### config.mk
export PLATFORM = sky130hd
export DESIGN_NAME = counter
export DESIGN_NICKNAME = d
export VERILOG_FILES = /design/src/rtl/counter.sv
export SDC_FILE = /design/constraint.sdc
export NUM_CORES = 1
export LEC_CHECK = 0
export CAP_MARGIN = 0
export CORE_AREA = 4 4 41 43
export CTS_CLUSTER_DIAMETER = 50
export CTS_CLUSTER_SIZE = 30
export DETAILED_ROUTE_END_ITERATION = 8
export DIE_AREA = 0 0 45 47
export HOLD_SLACK_MARGIN = 0.1
export SKIP_LAST_GASP = 1
export SLEW_MARGIN = 0
export SYNTH_ARGS = -nofsm -noshare
export SYNTH_HDL_FRONTEND = slang
export SYNTH_SLANG_ARGS = --single-unit
export TNS_END_PERCENT = 5
### constraint.sdc
create_clock -name clk -period 2.05 [get_ports clk]
set_clock_uncertainty 0.1 [all_clocks]
set_input_delay 0.3075 -clock clk [delete_from_list [all_inputs] [get_ports clk]]
set_output_delay 0.3075 -clock clk [all_outputs]
set_load 0.02 [all_outputs]
### src/rtl/counter.sv
// Free-running binary up counter with programmable terminal count.
// q counts 0..MAX_VALUE and then returns to 0. tc is decoded from q, so it
// is high for the whole cycle in which q == MAX_VALUE. wrap is a registered
// pulse that is high for the one cycle after q goes from MAX_VALUE to 0.
// reset is asynchronous and active-low. The port is named reset rather than
// rst_n so that existing positional instantiations still connect.
module counter #(
  parameter int WIDTH     = 7,
  parameter int MAX_VALUE = (2 ** WIDTH) - 1
) (
  input  logic             reset,
  input  logic             clk,
  output logic [WIDTH-1:0] q,
  output logic             tc,
  output logic             wrap
);

  localparam logic [WIDTH-1:0] LP_MAX = MAX_VALUE[WIDTH-1:0];
  localparam logic [WIDTH-1:0] LP_ONE = {{(WIDTH-1){1'b0}}, 1'b1};

  logic [WIDTH-1:0] r_q;
  logic             r_wrap;
  logic             w_at_max;
  logic [WIDTH-1:0] w_q_next;

  assign w_at_max = (r_q == LP_MAX);

  // Next count: return to zero after the terminal count, otherwise increment.
  always_comb begin
    w_q_next = r_q + LP_ONE;
    if (w_at_max) begin
      w_q_next = '0;
    end
  end

  // Count and wrap registers. Reset clears both at once and never raises wrap.
  always_ff @(posedge clk or negedge reset) begin
    if (!reset) begin
      r_q    <= '0;
      r_wrap <= 1'b0;
    end else begin
      r_q    <= w_q_next;
      r_wrap <= w_at_max;
    end
  end

  assign q    = r_q;
  assign tc   = w_at_max;
  assign wrap = r_wrap;

endmodule

# Yosys cells after proc, flatten, opt, wreduce, memory -nomap -nowiden
# Cells that the tools add are included.
word_totals:
  regBits: 8
  input_bits: 2
  out_inout_bits: 9
  elab_cells: 5
op_classes:
  addsub: 1
  n_eq_ne: 1
  mux: 1
ops:
  columns: ["cell", "count"]
  rows:
  - ["$add A7 B1 Y7 const B", 1]
  - ["$eq A7 B7 Y1 const B", 1]
  - ["$mux W7", 1]

# Depth between registers and ports, before layout
# Gate-level depths: netlist of run 1.
logic_depth:
  depth_word: 2
  ltp_mapped: 4
  depth_no_buf: 4

# Worst setup path before layout of run 1
# OpenSTA, ideal clock, no wires.
synth_timing:
  path_kind: "flip-flop to output port"
  from: "reg r_q[0] (netlist: q[0])"
  to: "out tc"
  arrival_ps: 1330
  required_time_ps: 1642
  setup_slack_ps: 312
  stages_incl_launch_ff: 4
  n_path_buf: 0
  cell_sequence: "dfrtp_1 ha_1 nand3_1 nor2_1"
synth_via:
  elab_chain_len: 1
synth_rtl:
  columns: ["element", "line_no", "source"]
  rows:
  - ["start: declaration", "21", "logic [WIDTH-1:0] r_q;"]
  - ["start signal: assignment", "42", "r_q <= w_q_next;"]
  - ["$eq A7 B7 Y1", "26", "assign w_at_max = (r_q == LP_MAX);"]
  - ["end: declaration", "14", "output logic tc,"]
# No other way between the ends.

# Worst setup path in the final report of run 1
# Same ends and word-level chain as after synthesis.

==> impl_metrics.ini, run 1 <==
[clock_network]
cts_tree = done
clk_pin_slew_ns = 0.05
post_cts_buffers = 0
clk_path_buf_depth = 2
clock_latency_ns = 0.25
htreeDepth = 1
cts.sinks = 8
numCtsBuffers = 3
cts_root_buf = clkbuf_4

[die]
pin_count = 11
dieArea_sq_mm = 0.002115
die_h_um = 47
core_area_sq_mm = 0.001301
initial_core_util_pct = 24.33
rows = 13
die-width_um = 45

[final_layout]
diodes = 0
final-seq-area_sq_um = 200.2
multi_input_area_sq_um = 116.4
num-nets-final = 48
fillCellCount = 137
area_delta_synth_final_pct = 53.75
drive_gt1_share_pct = 20.93

[global_route]
grt_pass1_wl_um = 1173
antenna_found_initial = 0
track_usage_pct = 8.526
grt.overflow.total = 0
grt_max_degree = 9
grt_pass1_vias = 281

[synthesis]
synthAdderAreaFrac_pct = 3.953
synth.distinct_cells = 12
async_flop_share_pct = 100.0
synth_ff_type = dfrtp_1
synth_compound_area_share_pct = 4.348
ys_seq_elements = 8
yosys.area_share.simple_pct = 17.39
synth.most_common_cell = dfrtp_1
synth_top_family_by_area = simple AND/OR/NAND/NOR gates
ys_warn_count = 0
syn_nets = 29
synth-edff-count = 0
syn_area_sq_um = 316.6
yosys-top-cells-count = 8 x dfrtp_1, 4 x nor2_1, 3 x xor2_1
synthMuxAreaShare_pct = 0
yosys-top-cells-area = dfrtp_1 63%, xor2_1 8.3%, nor2_1 4.7%
synth-seq-area-share_pct = 63.24
synth_cells = 26
synth.largest_area_cell = dfrtp_1
syn_area_per_cell_sq_um = 12.18
synth_top_area_share_pct = 63.24
synthXorXnorAreaFrac_pct = 11.07

[outcome]
outcome = finished clean

[setup_path]
crit_family = buffers and inverters
crit_slowest_cell = dlygate4sd2_1
worstSetupEndpointType = primary output
reg2reg_to = q[3]
cp_cell_sequence = ha_1 > nand3_1 > nor2_1 > dlygate4sd2_1
startpoint = q[0]
reg2reg_depth = 5
crit_cells = 4
worstPathArrival_ns = 1.44
cp_num_buf_inv = 1
r2r_slack_ns = 0.79
path_max_fanout = 2
cp-start-kind = flip-flop
path_class = flip-flop to primary output
endpoint = tc
crit_required_ns = 1.64
reg2reg_from = q[0]
slowest_delay_ns = 0.36

[sta]
fin_crit_ns = 1.849
holdWs_ns = 0.2457
rsz0062_at_grt = no
timing.setup.tns_ns = 0
slew_violations = 0
tightest_slew_ns = 0.3785
setup_viol = 0
fmax_ghz = 0.5408
post-route-period-util_pct = 90.20
slew-limit-headroom_pct = 74.69
setup_ws_ns = 0.2008
hold_viol = 0

[power_and_ir_drop]
combPwrFrac_pct = 1.7
p_sw_share_pct = 18.69
switching_power_w = 0.00005205
internal_power_w = 0.0002265
p_leak_nw = 0.2288
p_per_area_mw_per_mm2 = 572.3
vdd_ir_drop_max_v = 0.0002327
p_seq_share_pct = 56.8
clock_power_share_pct = 41.5
p_total_w = 0.0002786

[placed_design]
globalplace.congestion = 0.7001
hpwl_um = 514.3
pre_cts_ws_ns = 0.2005
port_buffers = 10

[hold_path]
hold_class = input port to asynchronous set/reset pin

[run]
maxCapViolCount = 0

[route]
drc = 0
first_pass_iters = 2
vias_per_cell = 4.379
drt_iter0_drc = 1
num_vias = 254
wl_per_cell_um = 12.03
wirelength_um = 698
detail-route-antenna-nets = 0
[worst register-to-register path: stages, from the launching register on]
cell,delay (ns)
dfrtp_1,0.35
ha_1,0.19
nand3_1,0.11
nor2_1,0.18
buf_4,0.17
nor2_1,0.05
[cell families (layout without fill, tap and decap cells)]
kind of cell,Yosys count,count (layout)
xor gates and xnor gates,4,4
DFF,8,8
buffers and inverters,0,17
and+or+nand+nor,11,11
adders and majority gates,1,1
AOI/OAI and AO/OA,2,2
[timing repair]
action	4_1_cts	5_1_grt
gates resized for setup	1	0
hold endpoints to repair	0	0
setup endpoints to repair	1	0
hold buffers	0	0
[flip-flops by register name, summed over array words and instances (netlist names)]
signal	count
q	7
wrap	1
[power by group through the flow]
| stage | logic (W) | registers (W) | clock network, W |
|---|---|---|---|
| 2_1_floorplan | 0.0000000000561 | 0.000161 | 0 |
| 3_3_place_gp | 0.00000491 | 0.000161 | 0 |
| 3_5_place_dp | 0.00000498 | 0.000161 | 0 |
| 4_1_cts | 0.00000502 | 0.000158 | 0.000124 |
| 5_1_grt | 0.00000561 | 0.000158 | 0.000132 |
| 6_report | 0.00000475 | 0.000158 | 0.000116 |
[area by class of cell]
class	count	share of cell area, %
Timing Repair Buffer	14	26.48
Sequential cell	8	41.13
Tap cell	15	3.856
Clock buffer	3	4.627
Multi-Input combinational cell	18	23.91
[layer usage]
| layer | wire length (um) | up-vias | GRT usage (%) | share of wire [%] |
|---|---|---|---|---|
| met2 | 292 | 10 | 11.30 | 42 |
| li1 | - | 122 | - | - |
| met3 | 52 | 0 | 2.682 | 7.4 |
| met1 | 352 | 122 | 10.49 | 50 |
| met4 | 0 | 0 | 8.772 | 0 |
| met5 | 0 | - | 0 | 0 |
[worst min-delay path by stage]
| stage | start | end | slack [ns] | cells after the start |
|---|---|---|---|---|
| global route | reset | q[5] | 0.27 | 1 |
| global placement | q[6] | q[6] | 0.39 | 1 |
| CTS | reset | q[4] | 0.25 | 1 |
| floorplan | reset | q[0] | -0.09 | 0 |
| detailed placement | q[6] | q[6] | 0.40 | 1 |
| finish | reset | q[5] | 0.25 | 1 |
[metrics by stage]
stage          instance area (sq um)  util (%)  cells
6_report                       486.7     37.40     58
5_1_grt                        486.7     37.40     58
4_1_cts                        486.7     37.40     58
3_5_place_dp                   465.4     35.77     55
3_3_place_gp                   465.4     35.77     55
2_1_floorplan                  316.6         -     26
[cells in the final DEF (no fill, tap or decap)]
| cell | instances |
|---|---|
| xor2_1 | 3 |
| o21ai_0 | 1 |
| nand3_2 | 1 |
| clkdlybuf4s50_1 | 9 |
| dlygate4sd2_1 | 1 |
| clkbuf_4 | 3 |
| or3_1 | 1 |
| ha_1 | 1 |
| nor2b_1 | 1 |
| dfrtp_1 | 8 |
| a21oi_2 | 1 |
| buf_4 | 4 |
| nand2_1 | 2 |
| xnor2_1 | 1 |
| nor2_1 | 4 |
| nand3_1 | 2 |
Note: power is estimated with default switching activity, not from simulation.
==> run 2, diff against run 1 <==
- GPL_TIMING_DRIVEN: not set -> 0
==> run 2 against run 1 <==
Net effect: flip-flop and latch count is the same; sequential share of layout area increased by 2.3 points; non-clock buffer count decreased by 4; sequential power barely moved; die area is the same; first-iteration DRC count unchanged; global-route usage decreased by 0.39 points; count of clock-buffer cells in the layout did not move; register-to-register slack worse by 0.05 ns; maximum frequency shrank 1.6%; critical path depth unchanged; critical path type unchanged.
==> impl_metrics.ini, run 2 (synthesis gave the netlist of run 1 again) <==
[outcome]
outcome = finished clean

[sta]
slew-limit-headroom_pct = 75.40
fmax_ghz = 0.5324
slew_violations = 0
setup_ws_ns = 0.1717
fin_crit_ns = 1.878
hold_viol = 0
post-route-period-util_pct = 91.63
tightest_slew_ns = 0.3678
setup_viol = 0
rsz0062_at_grt = no

[die]
die-width_um = 45
rows = 13
initial_core_util_pct = 24.33
dieArea_sq_mm = 0.002115
die_h_um = 47
pin_count = 11
core_area_sq_mm = 0.001301

[placed_design]
globalplace.congestion = 0.6683
pre_cts_ws_ns = -0.1826
port_buffers = 10
hpwl_um = 452.3

[setup_path]
r2r_slack_ns = 0.74
path_max_fanout = 6
reg2reg_depth = 4
slowest_delay_ns = 0.41
worstSetupEndpointType = primary output
cp_cell_sequence = ha_1 > nand3_1 > nor2_4 > clkbuf_2
reg2reg_to = q[3]
path_class = flip-flop to primary output
crit_slowest_cell = dfrtp_1
cp-start-kind = flip-flop
crit_required_ns = 1.64
worstPathArrival_ns = 1.47
reg2reg_from = q[0]

[hold_path]
hold_class = input port to asynchronous set/reset pin

[clock_network]
cts_root_buf = clkbuf_4
cts_tree = done
numCtsBuffers = 3
clk_pin_slew_ns = 0.05
clock_latency_ns = 0.25
post_cts_buffers = 0
htreeDepth = 1
cts.sinks = 8
clk_path_buf_depth = 2

[power_and_ir_drop]
vdd_ir_drop_max_v = 0.0002504
p_per_area_mw_per_mm2 = 608.8
p_leak_nw = 0.2061

[run]
maxCapViolCount = 0

[global_route]
grt.overflow.total = 0
track_usage_pct = 8.134
grt_max_degree = 9
grt_pass1_vias = 258
grt_pass1_wl_um = 1152
antenna_found_initial = 0

[final_layout]
layout_commonest_cell = clkdlybuf4s50_1
diodes = 0
area_delta_synth_final_pct = 45.45
fillCellCount = 143
largest_register_ffs = 7
drive_gt1_share_pct = 17.95
postLayoutCoreUtil_pct = 35.38
layout_common_cells = 9 x clkdlybuf4s50_1, 8 x dfrtp_1, 3 x xor2_1, 3 x nor2_1, 3 x clkbuf_4
num-nets-final = 44

[route]
first_pass_iters = 4
detail-route-antenna-nets = 0
num_vias = 237
drc = 0
wl_per_cell_um = 11.87
drt_iter0_drc = 1
wirelength_um = 641
vias_per_cell = 4.389
[run 2: worst max-delay path by stage]
stage	cells after the start	slack, ns	startpoint	end
2_1_floorplan	3	0.31	q[0]	tc
3_3_place_gp	4	-0.20	q[0]	tc
3_5_place_dp	4	-0.18	q[0]	tc
4_1_cts	4	0.008	q[0]	tc
5_1_grt	4	0.06	q[0]	tc
6_report	4	0.17	q[0]	tc
[run 2: power by group]
group | switching (W) | internal, W | leakage [nW]
Clock | 0.0000508 | 0.0000668 | 0.0138
Combinational | 0.00000298 | 0.00000169 | 0.0950
Sequential | 0 | 0.000158 | 0.0973
Total | 0.0000537 | 0.000227 | 0.206
[run 2: cell type report]
class / instances / area, sq um / share of cell area (%)
clock buffer: 3 / 22.52 / 4.891
multi-input combinational: 18 / 123.9 / 26.90
sequential: 8 / 200.2 / 43.48
tap: 15 / 18.77 / 4.076
timing repair buffer: 10 / 95.09 / 20.65
[run 2: metal layers]
| layer | vias to the layer above | track usage (%) | part of all wire, % |
|---|---|---|---|
| met5 | - | 0 | 0 |
| met4 | 0 | 7.018 | 0 |
| met3 | 0 | 4.598 | 11 |
| met2 | 10 | 10.45 | 41 |
| met1 | 112 | 9.579 | 47 |
| li1 | 115 | - | - |
[run 2: metrics by stage]
stage	total power (W)	setup TNS [ns]	hold WS, ns	instances	instance area [sq um]
3_5_place_dp	0.0001657	-0.1826	0.3923	51	435.4
2_1_floorplan	0.0001608	0	-0.08809	26	316.6
4_1_cts	0.0002894	0	0.2357	54	465.4
5_1_grt	0.0002988	0	0.2480	54	460.4
6_report	0.0002803	0	0.2375	54	460.4
3_3_place_gp	0.0001657	-0.2021	0.3888	51	435.4
[run 2: what timing repair did]
action	in CTS	in global routing
gates resized for setup	4	1
hold buffers	0	0
endpoints found under the setup margin	1	1
[run 2: worst max-delay path: cells and delay by family, from the launching register on]
family	cells	cell delay, ns
simple gates	2	0.41
buf+inv	1	0.20
fa+ha+maj	1	0.21
flops	1	0.41
